===== config.mk =====
export PLATFORM = sky130hd
export DESIGN_NAME = matrix_input_writer_flat
export DESIGN_NICKNAME = d
export VERILOG_FILES = /design/src/rtl/matrix_input_writer_if.sv /design/src/rtl/matrix_input_writer.sv /design/src/flat_wrapper.sv
export SDC_FILE = /design/constraint.sdc
export NUM_CORES = 1
export LEC_CHECK = 0
export BUFFER_PORTS_ARGS = -buffer_cell sky130_fd_sc_hd__buf_4
export CAP_MARGIN = 10
export CORE_UTILIZATION = 37
export CTS_BUF_LIST = sky130_fd_sc_hd__clkbuf_8
export DETAILED_ROUTE_END_ITERATION = 6
export PLACE_DENSITY = 0.62
export SYNTH_ARGS = -nofsm -noshare
export SYNTH_HDL_FRONTEND = slang
export SYNTH_SLANG_ARGS = --single-unit

===== constraint.sdc =====
create_clock -name clk -period 10.9 [get_ports clk]
set_input_delay 1.635 -clock clk [delete_from_list [all_inputs] [get_ports clk]]
set_output_delay 1.635 -clock clk [all_outputs]
set_load 0.02 [all_outputs]

===== src/rtl/matrix_input_writer_if.sv =====
// Element stream in, storage write channel and status out; slave = writer, master = driver.
interface matrix_input_writer_if #(
  parameter int ADDR_W = 8,
  parameter int DATA_W = 32
);
  logic              i_start;
  logic [ADDR_W-1:0] i_base_addr;
  logic              i_elem_valid;
  logic [DATA_W-1:0] i_elem_data;
  logic              i_elem_last;
  logic              o_elem_ready;
  logic [ADDR_W-1:0] w_input_addr;
  logic [DATA_W-1:0] w_input_data;
  logic              w_input_we;
  logic              o_busy;
  logic              o_done;
  logic              o_error;

  modport slave (
    input  i_start, i_base_addr, i_elem_valid, i_elem_data, i_elem_last,
    output o_elem_ready, w_input_addr, w_input_data, w_input_we,
    output o_busy, o_done, o_error
  );

  modport master (
    output i_start, i_base_addr, i_elem_valid, i_elem_data, i_elem_last,
    input  o_elem_ready, w_input_addr, w_input_data, w_input_we,
    input  o_busy, o_done, o_error
  );
endinterface


===== src/rtl/matrix_input_writer.sv =====
// Streams rows, cols, then elements into storage (header at base, data at base+1..); writes one cycle after transfer.
// Ready only in GET_ROWS/GET_COLS/GET_ELEM; INPUT_ZERO_FILL_EN zero-fills after an early i_elem_last instead of erroring.
module matrix_input_writer #(
  parameter int ADDR_W  = 8,
  parameter int DATA_W  = 32,
  parameter int MAX_DIM = 5
) (
  input  logic                  clk,
  input  logic                  rst_n,
  matrix_input_writer_if.slave  bus
);

  localparam int CNT_W = $clog2(MAX_DIM * MAX_DIM + 1);

  typedef enum logic [2:0] {
    IDLE      = 3'd0,
    GET_ROWS  = 3'd1,
    GET_COLS  = 3'd2,
    WRITE_HDR = 3'd3,
    GET_ELEM  = 3'd4,
`ifdef INPUT_ZERO_FILL_EN
    FILL      = 3'd5,
`endif
    DONE      = 3'd6,
    ERR       = 3'd7
  } state_t;

  state_t             state_q, state_d;
  logic [7:0]         rows_q, rows_d;
  logic [7:0]         cols_q, cols_d;
  logic [ADDR_W-1:0]  base_q, base_d;
  logic [CNT_W-1:0]   cnt_q, cnt_d;
  logic               we_q, we_d;
  logic [ADDR_W-1:0]  addr_q, addr_d;
  logic [DATA_W-1:0]  data_q, data_d;
  logic               done_q;

  logic               xfer;
  logic [7:0]         dim_word;
  logic               dim_bad;
  logic [15:0]        elem_total;
  logic [15:0]        last_idx;
  logic               at_last;
  logic [ADDR_W-1:0]  elem_addr;
  logic [DATA_W-1:0]  hdr_word;

  assign xfer       = bus.i_elem_valid && bus.o_elem_ready;
  assign dim_word   = bus.i_elem_data[7:0];
  assign dim_bad    = (dim_word == 8'd0) || (dim_word > 8'(MAX_DIM));
  assign elem_total = 16'(rows_q) * 16'(cols_q);
  assign last_idx   = elem_total - 16'd1;
  assign at_last    = (16'(cnt_q) == last_idx);
  // Element k lives one past the header; the sum wraps naturally at 2^ADDR_W.
  assign elem_addr  = base_q + ADDR_W'(cnt_q) + ADDR_W'(1);

  always_comb begin
    hdr_word       = '0;
    hdr_word[15:8] = rows_q;
    hdr_word[7:0]  = dim_word;
  end

  always_ff @(posedge clk or negedge rst_n) begin
    if (!rst_n) begin
      state_q <= IDLE;
      rows_q  <= '0;
      cols_q  <= '0;
      base_q  <= '0;
      cnt_q   <= '0;
      we_q    <= 1'b0;
      addr_q  <= '0;
      data_q  <= '0;
      done_q  <= 1'b0;
    end else begin
      state_q <= state_d;
      rows_q  <= rows_d;
      cols_q  <= cols_d;
      base_q  <= base_d;
      cnt_q   <= cnt_d;
      we_q    <= we_d;
      addr_q  <= addr_d;
      data_q  <= data_d;
      done_q  <= (state_q == DONE);
    end
  end

  always_comb begin
    state_d = state_q;
    rows_d  = rows_q;
    cols_d  = cols_q;
    base_d  = base_q;
    cnt_d   = cnt_q;
    we_d    = 1'b0;
    addr_d  = addr_q;
    data_d  = data_q;

    case (state_q)
      IDLE, ERR: begin
        if (bus.i_start) begin
          state_d = GET_ROWS;
          base_d  = bus.i_base_addr;
          cnt_d   = '0;
        end
      end

      GET_ROWS: begin
        if (xfer) begin
          rows_d = dim_word;
          if (bus.i_elem_last || dim_bad) state_d = ERR;
          else                            state_d = GET_COLS;
        end
      end

      GET_COLS: begin
        if (xfer) begin
          cols_d = dim_word;
          if (bus.i_elem_last || dim_bad) begin
            state_d = ERR;
          end else begin
            // Header is registered on the way in so we is high during WRITE_HDR.
            state_d = WRITE_HDR;
            we_d    = 1'b1;
            addr_d  = base_q;
            data_d  = hdr_word;
          end
        end
      end

      WRITE_HDR: state_d = GET_ELEM;

      GET_ELEM: begin
        if (xfer) begin
          cnt_d = cnt_q + CNT_W'(1);
          if (at_last) begin
            we_d    = 1'b1;
            addr_d  = elem_addr;
            data_d  = bus.i_elem_data;
            state_d = DONE;
          end else if (bus.i_elem_last) begin
`ifdef INPUT_ZERO_FILL_EN
            we_d    = 1'b1;
            addr_d  = elem_addr;
            data_d  = bus.i_elem_data;
            state_d = FILL;
`else
            state_d = ERR;
`endif
          end else begin
            we_d   = 1'b1;
            addr_d = elem_addr;
            data_d = bus.i_elem_data;
          end
        end
      end

`ifdef INPUT_ZERO_FILL_EN
      FILL: begin
        we_d   = 1'b1;
        addr_d = elem_addr;
        data_d = '0;
        cnt_d  = cnt_q + CNT_W'(1);
        if (at_last) state_d = DONE;
      end
`endif

      DONE: state_d = IDLE;

      default: state_d = IDLE;
    endcase
  end

  assign bus.o_elem_ready = (state_q == GET_ROWS) || (state_q == GET_COLS) ||
                            (state_q == GET_ELEM);
  assign bus.o_busy       = (state_q != IDLE) && (state_q != ERR);
  assign bus.o_error      = (state_q == ERR);
  assign bus.o_done       = done_q;
  assign bus.w_input_we   = we_q;
  assign bus.w_input_addr = addr_q;
  assign bus.w_input_data = data_q;

  a_ready_busy: assert property (@(posedge clk) disable iff (!rst_n)
    bus.o_elem_ready |-> bus.o_busy);
  a_err_quiet: assert property (@(posedge clk) disable iff (!rst_n)
    bus.o_error |-> (!bus.w_input_we && !bus.o_busy));
  a_done_idle: assert property (@(posedge clk) disable iff (!rst_n)
    bus.o_done |-> !bus.o_busy);

endmodule


===== src/flat_wrapper.sv =====
// flat-port wrapper written by rule: the top's interface ports become plain ports
module matrix_input_writer_flat 
#(
  parameter int ADDR_W  = 8,
  parameter int DATA_W  = 32,
  parameter int MAX_DIM = 5
)
  (clk, rst_n, bus_i_start, bus_i_base_addr, bus_i_elem_valid, bus_i_elem_data, bus_i_elem_last, bus_o_elem_ready, bus_w_input_addr, bus_w_input_data, bus_w_input_we, bus_o_busy, bus_o_done, bus_o_error);
  matrix_input_writer_if #(.ADDR_W(ADDR_W), .DATA_W(DATA_W)) bus_i ();
  input  logic clk;
  input  logic rst_n;
  input wire logic [$bits(bus_i.i_start)-1:0] bus_i_start;
  input wire logic [$bits(bus_i.i_base_addr)-1:0] bus_i_base_addr;
  input wire logic [$bits(bus_i.i_elem_valid)-1:0] bus_i_elem_valid;
  input wire logic [$bits(bus_i.i_elem_data)-1:0] bus_i_elem_data;
  input wire logic [$bits(bus_i.i_elem_last)-1:0] bus_i_elem_last;
  output wire logic [$bits(bus_i.o_elem_ready)-1:0] bus_o_elem_ready;
  output wire logic [$bits(bus_i.w_input_addr)-1:0] bus_w_input_addr;
  output wire logic [$bits(bus_i.w_input_data)-1:0] bus_w_input_data;
  output wire logic [$bits(bus_i.w_input_we)-1:0] bus_w_input_we;
  output wire logic [$bits(bus_i.o_busy)-1:0] bus_o_busy;
  output wire logic [$bits(bus_i.o_done)-1:0] bus_o_done;
  output wire logic [$bits(bus_i.o_error)-1:0] bus_o_error;
  assign bus_i.i_start = bus_i_start;
  assign bus_i.i_base_addr = bus_i_base_addr;
  assign bus_i.i_elem_valid = bus_i_elem_valid;
  assign bus_i.i_elem_data = bus_i_elem_data;
  assign bus_i.i_elem_last = bus_i_elem_last;
  assign bus_o_elem_ready = bus_i.o_elem_ready;
  assign bus_w_input_addr = bus_i.w_input_addr;
  assign bus_w_input_data = bus_i.w_input_data;
  assign bus_w_input_we = bus_i.w_input_we;
  assign bus_o_busy = bus_i.o_busy;
  assign bus_o_done = bus_i.o_done;
  assign bus_o_error = bus_i.o_error;
  matrix_input_writer #(.ADDR_W(ADDR_W), .DATA_W(DATA_W), .MAX_DIM(MAX_DIM)) u_core (.clk(clk), .rst_n(rst_n), .bus(bus_i));
endmodule

==> flow_metrics.env, run 1 <==
export IMPL_status="complete, no violations"
export IMPL_rsz0062_at_grt="false"
export IMPL_hold_viol_final=0
export IMPL_wl_per_cell_um=14.71
export IMPL_min_path_cells=2
export IMPL_clock_sinks=74
export IMPL_fin_ws_ns=4.788
export IMPL_hpwl_um=10320
export IMPL_syn_area_um2=6018
export IMPL_antennaDiodeCount=0
export IMPL_cts_root_buf="clkbuf_8"
export IMPL_grt_use_total_pct=17.41
export IMPL_cp_arrival_ns=6.35
export IMPL_syn_area_per_cell_um2=9.691
export IMPL_num_nets_final=822
export IMPL_path_class="flop to flop"
export IMPL_worst_pin_slew_ns=0.9467
export IMPL_setup_viol=0
export IMPL_period_minus_slack_ns=6.112
export IMPL_synth_warnings=0
export IMPL_start_util_pct=37.89
export IMPL_synth_edff_count=0
export IMPL_grt_max_degree=75
export IMPL_crit_path_end_kind="flop"
export IMPL_required_ns=11.13
export IMPL_die_w_um=129.5
export IMPL_place_ws_ns=4.827
export IMPL_ys_ff_latch=74
export IMPL_gp_congestion=0.8074
export IMPL_postCtsHoldBufs=0
export IMPL_core_area_um2=15890
export IMPL_met2_usage_pct=31.21
export IMPL_fin_tns_setup_ns=0
export IMPL_syn_num_nets=753
export IMPL_synthXorXnorAreaFrac_pct=2.994
export IMPL_skew_ns=0.007721
export IMPL_maxSlewHeadroom_pct=36.89
export IMPL_grt_first_pass_wirelength_um=23270
export IMPL_drt_iter0_drc=239
export IMPL_cts_resized=0
export IMPL_ys_seq_area_share_pct=30.77
export IMPL_post_route_period_util_pct=56.07
export IMPL_ant_nets=0
export IMPL_fin_util_pct=44.03
export IMPL_cts_tree="yes"
export IMPL_grt_busiest_layer="met2"
export IMPL_syn_instance_count=621
export IMPL_synth_compound_area_share_pct=8.233
export IMPL_dieArea_um2=16780
export IMPL_clock_latency_ns=0.35
export IMPL_grtUsageMet1_pct=22.23
export IMPL_holdCritPathClass="flop to flop"
export IMPL_io_pins=90
export IMPL_fmax_mhz=163.6
export IMPL_cap_violations=0
export IMPL_port_buffers=89
export IMPL_synth_fa_ha_area_share_pct=23.49
export IMPL_dr_pass1_iters=4
export IMPL_dieHeight_um=129.5
export IMPL_synth_cell_type_count=58
export IMPL_critPathMaxFanout=41
export IMPL_grt_pass1_vias=4827
export IMPL_slew_violations=0
export IMPL_synthSimpleGateAreaFrac_pct=15.05
export IMPL_rows=46
export IMPL_syn2layout_area_growth_pct=16.22
export IMPL_postCtsSetupBuffers=0
export IMPL_htree_levels=3
export IMPL_routed_via_density=4.986
export IMPL_synth_mux_area_share_pct=11.77
export IMPL_numCtsBuffers=9
export IMPL_synth_flop_cell="dfrtp_1"
export IMPL_synth_top_family_by_area="adder cells"
export IMPL_reg2reg_slack_ns=4.79
export IMPL_overflow=0
export IMPL_drive_above_1_share_pct=22.30
export IMPL_routed_wl_um=13400
export IMPL_drcViolationCount=0
export IMPL_rr_worst_depth=18
export IMPL_vias=4542
export IMPL_antenna_found_initial=0
export IMPL_critPathLaunchType="flop"
export IMPL_async_flop_share_pct=100.0
export IMPL_grt_use_met3_pct=2.519
export IMPL_clockBufferDepth=2
export IMPL_cts_clk_slew_worst_paths_ns=0.08
-- layout by cell type (no fill, tap or decap), types with 2 or more instances in the layout --
cell type / instances
nand2_1: 135
buf_4: 92
dfrtp_1: 74
inv_1: 73
ha_1: 45
fa_1: 42
mux2_4: 23
mux2_2: 18
nor2_1: 17
mux2i_1: 16
a21oi_1: 15
and2_1: 14
o21ai_0: 14
clkbuf_8: 11
xnor2_1: 9
nand3_1: 9
xor2_1: 9
and3_1: 6
nor2b_1: 6
a21o_1: 6
nor3_1: 4
nand2b_1: 4
o21ai_1: 3
o41ai_1: 3
o2111ai_1: 3
nand4_1: 3
clkinv_2: 3
o21a_1: 2
or4_1: 2
or3_1: 2
o211ai_1: 2
a311o_1: 2
o2111a_1: 2
a211o_1: 2
o221ai_1: 2
-- stage by stage --
stage	hold slack [ns]	cell area (um^2)	std cells
after floorplan	0.4655	6018	621
after global placement	0.4788	6790	895
after detailed placement	0.4835	6790	895
after CTS	0.5028	6994	911
after global routing	0.5163	6994	911
final	0.4989	6994	911
-- state kept, by name (all words and copies together), names as in the netlist --
name / flops
u_core.cols_q: 8
u_core.rows_q: 8
u_core.bus.w_input_we: 1
u_core.state_q: 3
u_core.bus.o_done: 1
u_core.cnt_q: 5
u_core.bus.w_input_addr: 8
u_core.bus.w_input_data: 32
u_core.base_q: 8
-- routing by layer --
metal  up-vias  part of all wire (%)
met5         -                     0
met4         0                  0.89
met3        12                   3.3
met2        95                    51
met1      2262                    45
li1       2173                     -
-- cell type report --
cell class                 instances  area (um^2)
sequential                        74         1852
clock inverter                     5        52.55
tap                              216        270.3
timing repair buffer              92        690.7
multi-input combinational        440         3704
clock buffer                      11        151.4
fill                            1577         8891
inverter                          73        274.0
-- cells in the mapped netlist (4+ instances only) --
cell type / number / share of area, %
a21o_1: 6 / 0.75
o21ai_0: 14 / 1.2
and3_1: 6 / 0.62
nor2_1: 17 / 1.1
dfrtp_1: 74 / 31
mux2_4: 23 / 5.7
a21oi_1: 15 / 1.2
and2_1: 14 / 1.5
inv_1: 73 / 4.6
ha_1: 45 / 9.4
nand3_1: 9 / 0.75
nand2b_1: 4 / 0.42
buf_1: 4 / 0.25
clkbuf_1: 24 / 1.5
xnor2_1: 9 / 1.3
mux2i_1: 16 / 2.7
nand2_1: 135 / 8.4
mux2_2: 18 / 3.4
fa_1: 42 / 14
nor3_1: 4 / 0.33
nor2b_1: 6 / 0.62
xor2_1: 9 / 1.3
-- worst paths after layout --
path                                               from                                     end
setup / recovery           u_core.rows_q[4]$_DFFE_PN0P_  u_core.bus.w_input_data[7]$_DFFE_PN0P_
hold / removal             u_core.base_q[7]$_DFFE_PN0P_            u_core.base_q[7]$_DFFE_PN0P_
setup reg to reg           u_core.rows_q[4]$_DFFE_PN0P_  u_core.bus.w_input_data[7]$_DFFE_PN0P_
hold reg to reg            u_core.base_q[7]$_DFFE_PN0P_            u_core.base_q[7]$_DFFE_PN0P_
max in group asynchronous                         rst_n            u_core.cols_q[4]$_DFFE_PN0P_
min in group asynchronous                         rst_n  u_core.bus.w_input_addr[7]$_DFFE_PN0P_
-- logic make-up (layout without fill, tap and decap cells) --
kind of cell             Yosys count  in the layout
AO/OA/AOI/OAI                     70             70
AND/OR/NAND/NOR                  206            206
adder cells (fa/ha/maj)           88             88
buffers and inverters            107            181
XOR/XNOR                          19             19
multiplexers                      57             57
flip-flops                        74             74
-- critical path, cell delays in order (launching register included) --
cell,delay (ns)
dfrtp_1,0.54
nand2_1,0.13
fa_1,0.50
fa_1,0.52
inv_1,0.05
fa_1,0.48
inv_1,0.06
fa_1,0.53
inv_1,0.04
ha_1,0.34
and3_4,0.18
a211oi_2,0.24
a21oi_2,0.15
or4_1,0.49
o311a_1,0.14
or4_4,0.57
a31o_2,0.27
buf_4,0.33
mux2_4,0.39
Power of run 1 is not shown: default switching activity piles up to over one toggle a cycle in this logic, so the estimate is an artifact.
==> inputs of run 2 (changes only) <==
--- a/config.mk
+++ b/config.mk
@@ -5,12 +5,13 @@
 export SDC_FILE = /design/constraint.sdc
 export NUM_CORES = 1
 export LEC_CHECK = 0
+export ABC_AREA = 1
 export BUFFER_PORTS_ARGS = -buffer_cell sky130_fd_sc_hd__buf_4
 export CAP_MARGIN = 10
 export CORE_UTILIZATION = 37
 export CTS_BUF_LIST = sky130_fd_sc_hd__clkbuf_8
 export DETAILED_ROUTE_END_ITERATION = 6
-export PLACE_DENSITY = 0.62
+export PLACE_DENSITY = 0.64
 export SYNTH_ARGS = -nofsm -noshare
 export SYNTH_HDL_FRONTEND = slang
 export SYNTH_SLANG_ARGS = --single-unit
==> constraint.sdc (replaced) <==
create_clock -name clk -period 5.1 [get_ports clk]
set_input_delay 0.765 -clock clk [delete_from_list [all_inputs] [get_ports clk]]
set_output_delay 0.765 -clock clk [all_outputs]
set_load 0.02 [all_outputs]
==> run 2 against run 1 <==
Effect of this change: fmax up 27%; synthesized area up 2.9%; count of clock-buffer cells in the layout down 2; via count up 21%; critical path type unchanged; clock skew up 0.0015 ns; register-to-register slack worse by 4.5 ns; non-clock buffer count up 18; first-iteration DRC count up 33%.
==> flow_metrics.env, run 2 <==
export IMPL_min_to="u_core.bus.w_input_data[25]$_DFFE_PN0P_"
export IMPL_synth_flop_cell="dfrtp_1"
export IMPL_grt_max_degree=75
export IMPL_drcViolationCount=0
export IMPL_crit_buf_inv=4
export IMPL_yosys_top_cells_area="dfrtp_1, nand2_1, fa_1"
export IMPL_syn_area_um2=6195
export IMPL_final_cell_mix="nand2_1, inv_1, buf_4"
export IMPL_synth_most_common_cell="nand2_1"
export IMPL_path_class="flop to flop"
export IMPL_async_flop_share_pct=100.0
export IMPL_reg2reg_to="u_core.bus.w_input_addr[7]$_DFFE_PN0P_"
export IMPL_cts_root_buf="clkbuf_8"
export IMPL_routed_wl_um=15390
export IMPL_dieArea_um2=17260
export IMPL_gp_congestion=0.8494
export IMPL_vias=5503
export IMPL_num_nets_final=1066
export IMPL_syn_num_nets=980
export IMPL_drt_iter0_drc=317
export IMPL_post_route_period_util_pct=94.55
export IMPL_crit_top_cell="nand2_1"
export IMPL_wl_per_cell_um=13.33
export IMPL_ant_nets=0
export IMPL_slowest_delay_ns=0.56
export IMPL_layout_commonest_cell="nand2_1"
export IMPL_routed_via_density=4.769
export IMPL_ys_ff_latch=74
export IMPL_clockBufferDepth=2
export IMPL_reg2reg_slack_ns=0.28
export IMPL_clock_latency_ns=0.36
export IMPL_skew_ns=0.009198
export IMPL_synth_warnings=0
export IMPL_hold_viol_final=0
export IMPL_clock_sinks=74
export IMPL_antenna_found_initial=0
export IMPL_synth_edff_count=0
export IMPL_critPathTopFamily="adder cells"
export IMPL_syn_instance_count=848
export IMPL_antennaDiodeCount=0
export IMPL_postCtsHoldBufs=0
export IMPL_dp_cells=1124
export IMPL_hp_start="u_core.bus.w_input_data[25]$_DFFE_PN0P_"
export IMPL_ys_seq_area_share_pct=29.89
export IMPL_num_fill_cells=1659
export IMPL_port_buffers=89
export IMPL_syn2layout_area_growth_pct=19.17
export IMPL_io_pins=90
export IMPL_synth_top_area_share_pct=29.89
export IMPL_status="complete, no violations"
export IMPL_dieHeight_um=131.4
export IMPL_dr_pass1_iters=5
export IMPL_syn_area_per_cell_um2=7.305
export IMPL_grt_use_total_pct=18.15
export IMPL_core_area_um2=16120
export IMPL_required_ns=5.40
export IMPL_rr_worst_depth=22
export IMPL_worst_pin_slew_ns=0.9455
export IMPL_drive_above_1_share_pct=15.25
export IMPL_critPathMaxFanout=20
export IMPL_crit_path_end_kind="flop"
export IMPL_worstPathCellList="buf_2 -> nand2_1 -> fa_1 -> fa_1 -> fa_1 -> fa_1 -> inv_1 -> ha_1 -> nand2_1 -> inv_1 -> a21oi_1 -> nand2_1 -> nand2_1 -> nand3_1 -> nand2_1 -> nand2_1 -> nor2_1 -> nand3_1 -> nand2_4 -> clkbuf_16 -> nand3b_1 -> nand2_1"
export IMPL_cts_tree="yes"
export IMPL_holdCritPathClass="flop to flop"
export IMPL_rows=46
export IMPL_grt_first_pass_wirelength_um=25670
export IMPL_cap_violations=0
export IMPL_maxSlewHeadroom_pct=36.97
export IMPL_setup_viol=0
export IMPL_numCtsBuffers=9
export IMPL_synth_common_cells="nand2_1, inv_1, dfrtp_1, nand3_1, ha_1"
export IMPL_overflow=0
export IMPL_largest_reg_flops=32
export IMPL_cp_arrival_ns=5.12
export IMPL_synth_cell_type_count=28
export IMPL_grt_pass1_vias=5244
export IMPL_fmax_mhz=207.4
export IMPL_fin_tns_setup_ns=0
export IMPL_min_path_cells=2
export IMPL_start_util_pct=38.44
export IMPL_rr_startpoint="u_core.rows_q[5]$_DFFE_PN0P_"
export IMPL_fin_util_pct=45.81
export IMPL_period_minus_slack_ns=4.822
export IMPL_die_w_um=131.4
export IMPL_critPathLaunchType="flop"
export IMPL_cts_clk_slew_worst_paths_ns=0.08
export IMPL_slew_violations=0
export IMPL_slowest_stage="fa_1"
export IMPL_htree_levels=3
export IMPL_yosys_area_top_type="dfrtp_1"
export IMPL_instances_no_fill=1154
export IMPL_hpwl_um=11450
run 2: cell count changes after synthesis, sizes merged, moves of 8 or more:
cell,previous run,this run
nand3b,0,18
nand3,9,56
o21ai,17,29
nor2,17,33
and2,14,0
mux2i,16,0
nand2,135,335
inv,73,131
nand4,3,11
mux2,41,0
run 2: worst register-to-register path: stages, from the launching register on:
cell and delay (ns):
dfrtp_2 0.45, buf_2 0.21, nand2_1 0.09, fa_1 0.50, fa_1 0.45, fa_1 0.52
fa_1 0.56, inv_1 0.05, ha_1 0.32, nand2_1 0.14, inv_1 0.05, a21oi_1 0.19
nand2_1 0.09, nand2_1 0.08, nand3_1 0.07, nand2_1 0.08, nand2_1 0.05, nor2_1 0.10
nand3_1 0.15, nand2_4 0.22, clkbuf_16 0.23, nand3b_1 0.10, nand2_1 0.09
run 2: what timing repair did:
item,4_1_cts,5_1_grt
setup buffers,0,13
resized for setup,0,15
endpoints found under the setup margin,0,44
run 2: how the worst max path moves through the flow:
stage	from	end	depth (start not counted)	slack, ns
2_1_floorplan	u_core.rows_q[3]$_DFFE_PN0P_	u_core.bus.w_input_addr[7]$_DFFE_PN0P_	26	0.66
3_3_place_gp	u_core.rows_q[3]$_DFFE_PN0P_	u_core.bus.w_input_data[12]$_DFFE_PN0P_	24	0.06
3_5_place_dp	u_core.rows_q[3]$_DFFE_PN0P_	u_core.bus.w_input_data[30]$_DFFE_PN0P_	24	0.07
4_1_cts	u_core.rows_q[3]$_DFFE_PN0P_	u_core.bus.w_input_data[24]$_DFFE_PN0P_	24	0.02
5_1_grt	u_core.rows_q[3]$_DFFE_PN0P_	u_core.bus.w_input_data[22]$_DFFE_PN0P_	22	-0.01
6_report	u_core.rows_q[5]$_DFFE_PN0P_	u_core.bus.w_input_addr[7]$_DFFE_PN0P_	22	0.28
run 2: area by class of cell:
class	instances	area (um^2)	area share, %
multi-input combinational	608	3706	50.20
sequential	74	1864	25.25
timing repair buffer	110	865.8	11.73
inverter	131	491.7	6.661
clock buffer	9	123.9	1.678
tap	216	270.3	3.661
clock inverter	6	60.06	0.8136
run 2: cells by family after synthesis:
kind of cell             after synthesis  synth area share (%)
adder cells (fa/ha/maj)               87                 22.66
AO/OA/AOI/OAI                         51                 4.302
buffers and inverters                167                 10.91
XOR/XNOR                              10                 1.414
flip-flops                            74                 29.89
AND/OR/NAND/NOR                      459                 30.82
run 2: per-layer routing:
metal | vias to the layer above | track usage (%) | share of wire (%)
li1 | 2776 | - | -
met1 | 2586 | 25.58 | 48
met2 | 126 | 29.20 | 47
met3 | 15 | 3.279 | 4.0
met4 | 0 | 3.424 | 1.0
met5 | - | 0 | 0
run 2: per-stage QoR:
| stage | hold slack, ns | instance area [um^2] | setup WS (ns) |
|---|---|---|---|
| 4_1_cts | 0.4791 | 7198 | 0.01928 |
| 5_1_grt | 0.5043 | 7382 | -0.01053 |
| 2_1_floorplan | 0.4613 | 6195 | 0.6632 |
| 3_3_place_gp | 0.4553 | 7014 | 0.06476 |
| 6_report | 0.4729 | 7382 | 0.2781 |
| 3_5_place_dp | 0.4595 | 7014 | 0.07201 |
Power of run 2 is left out for the same reason.
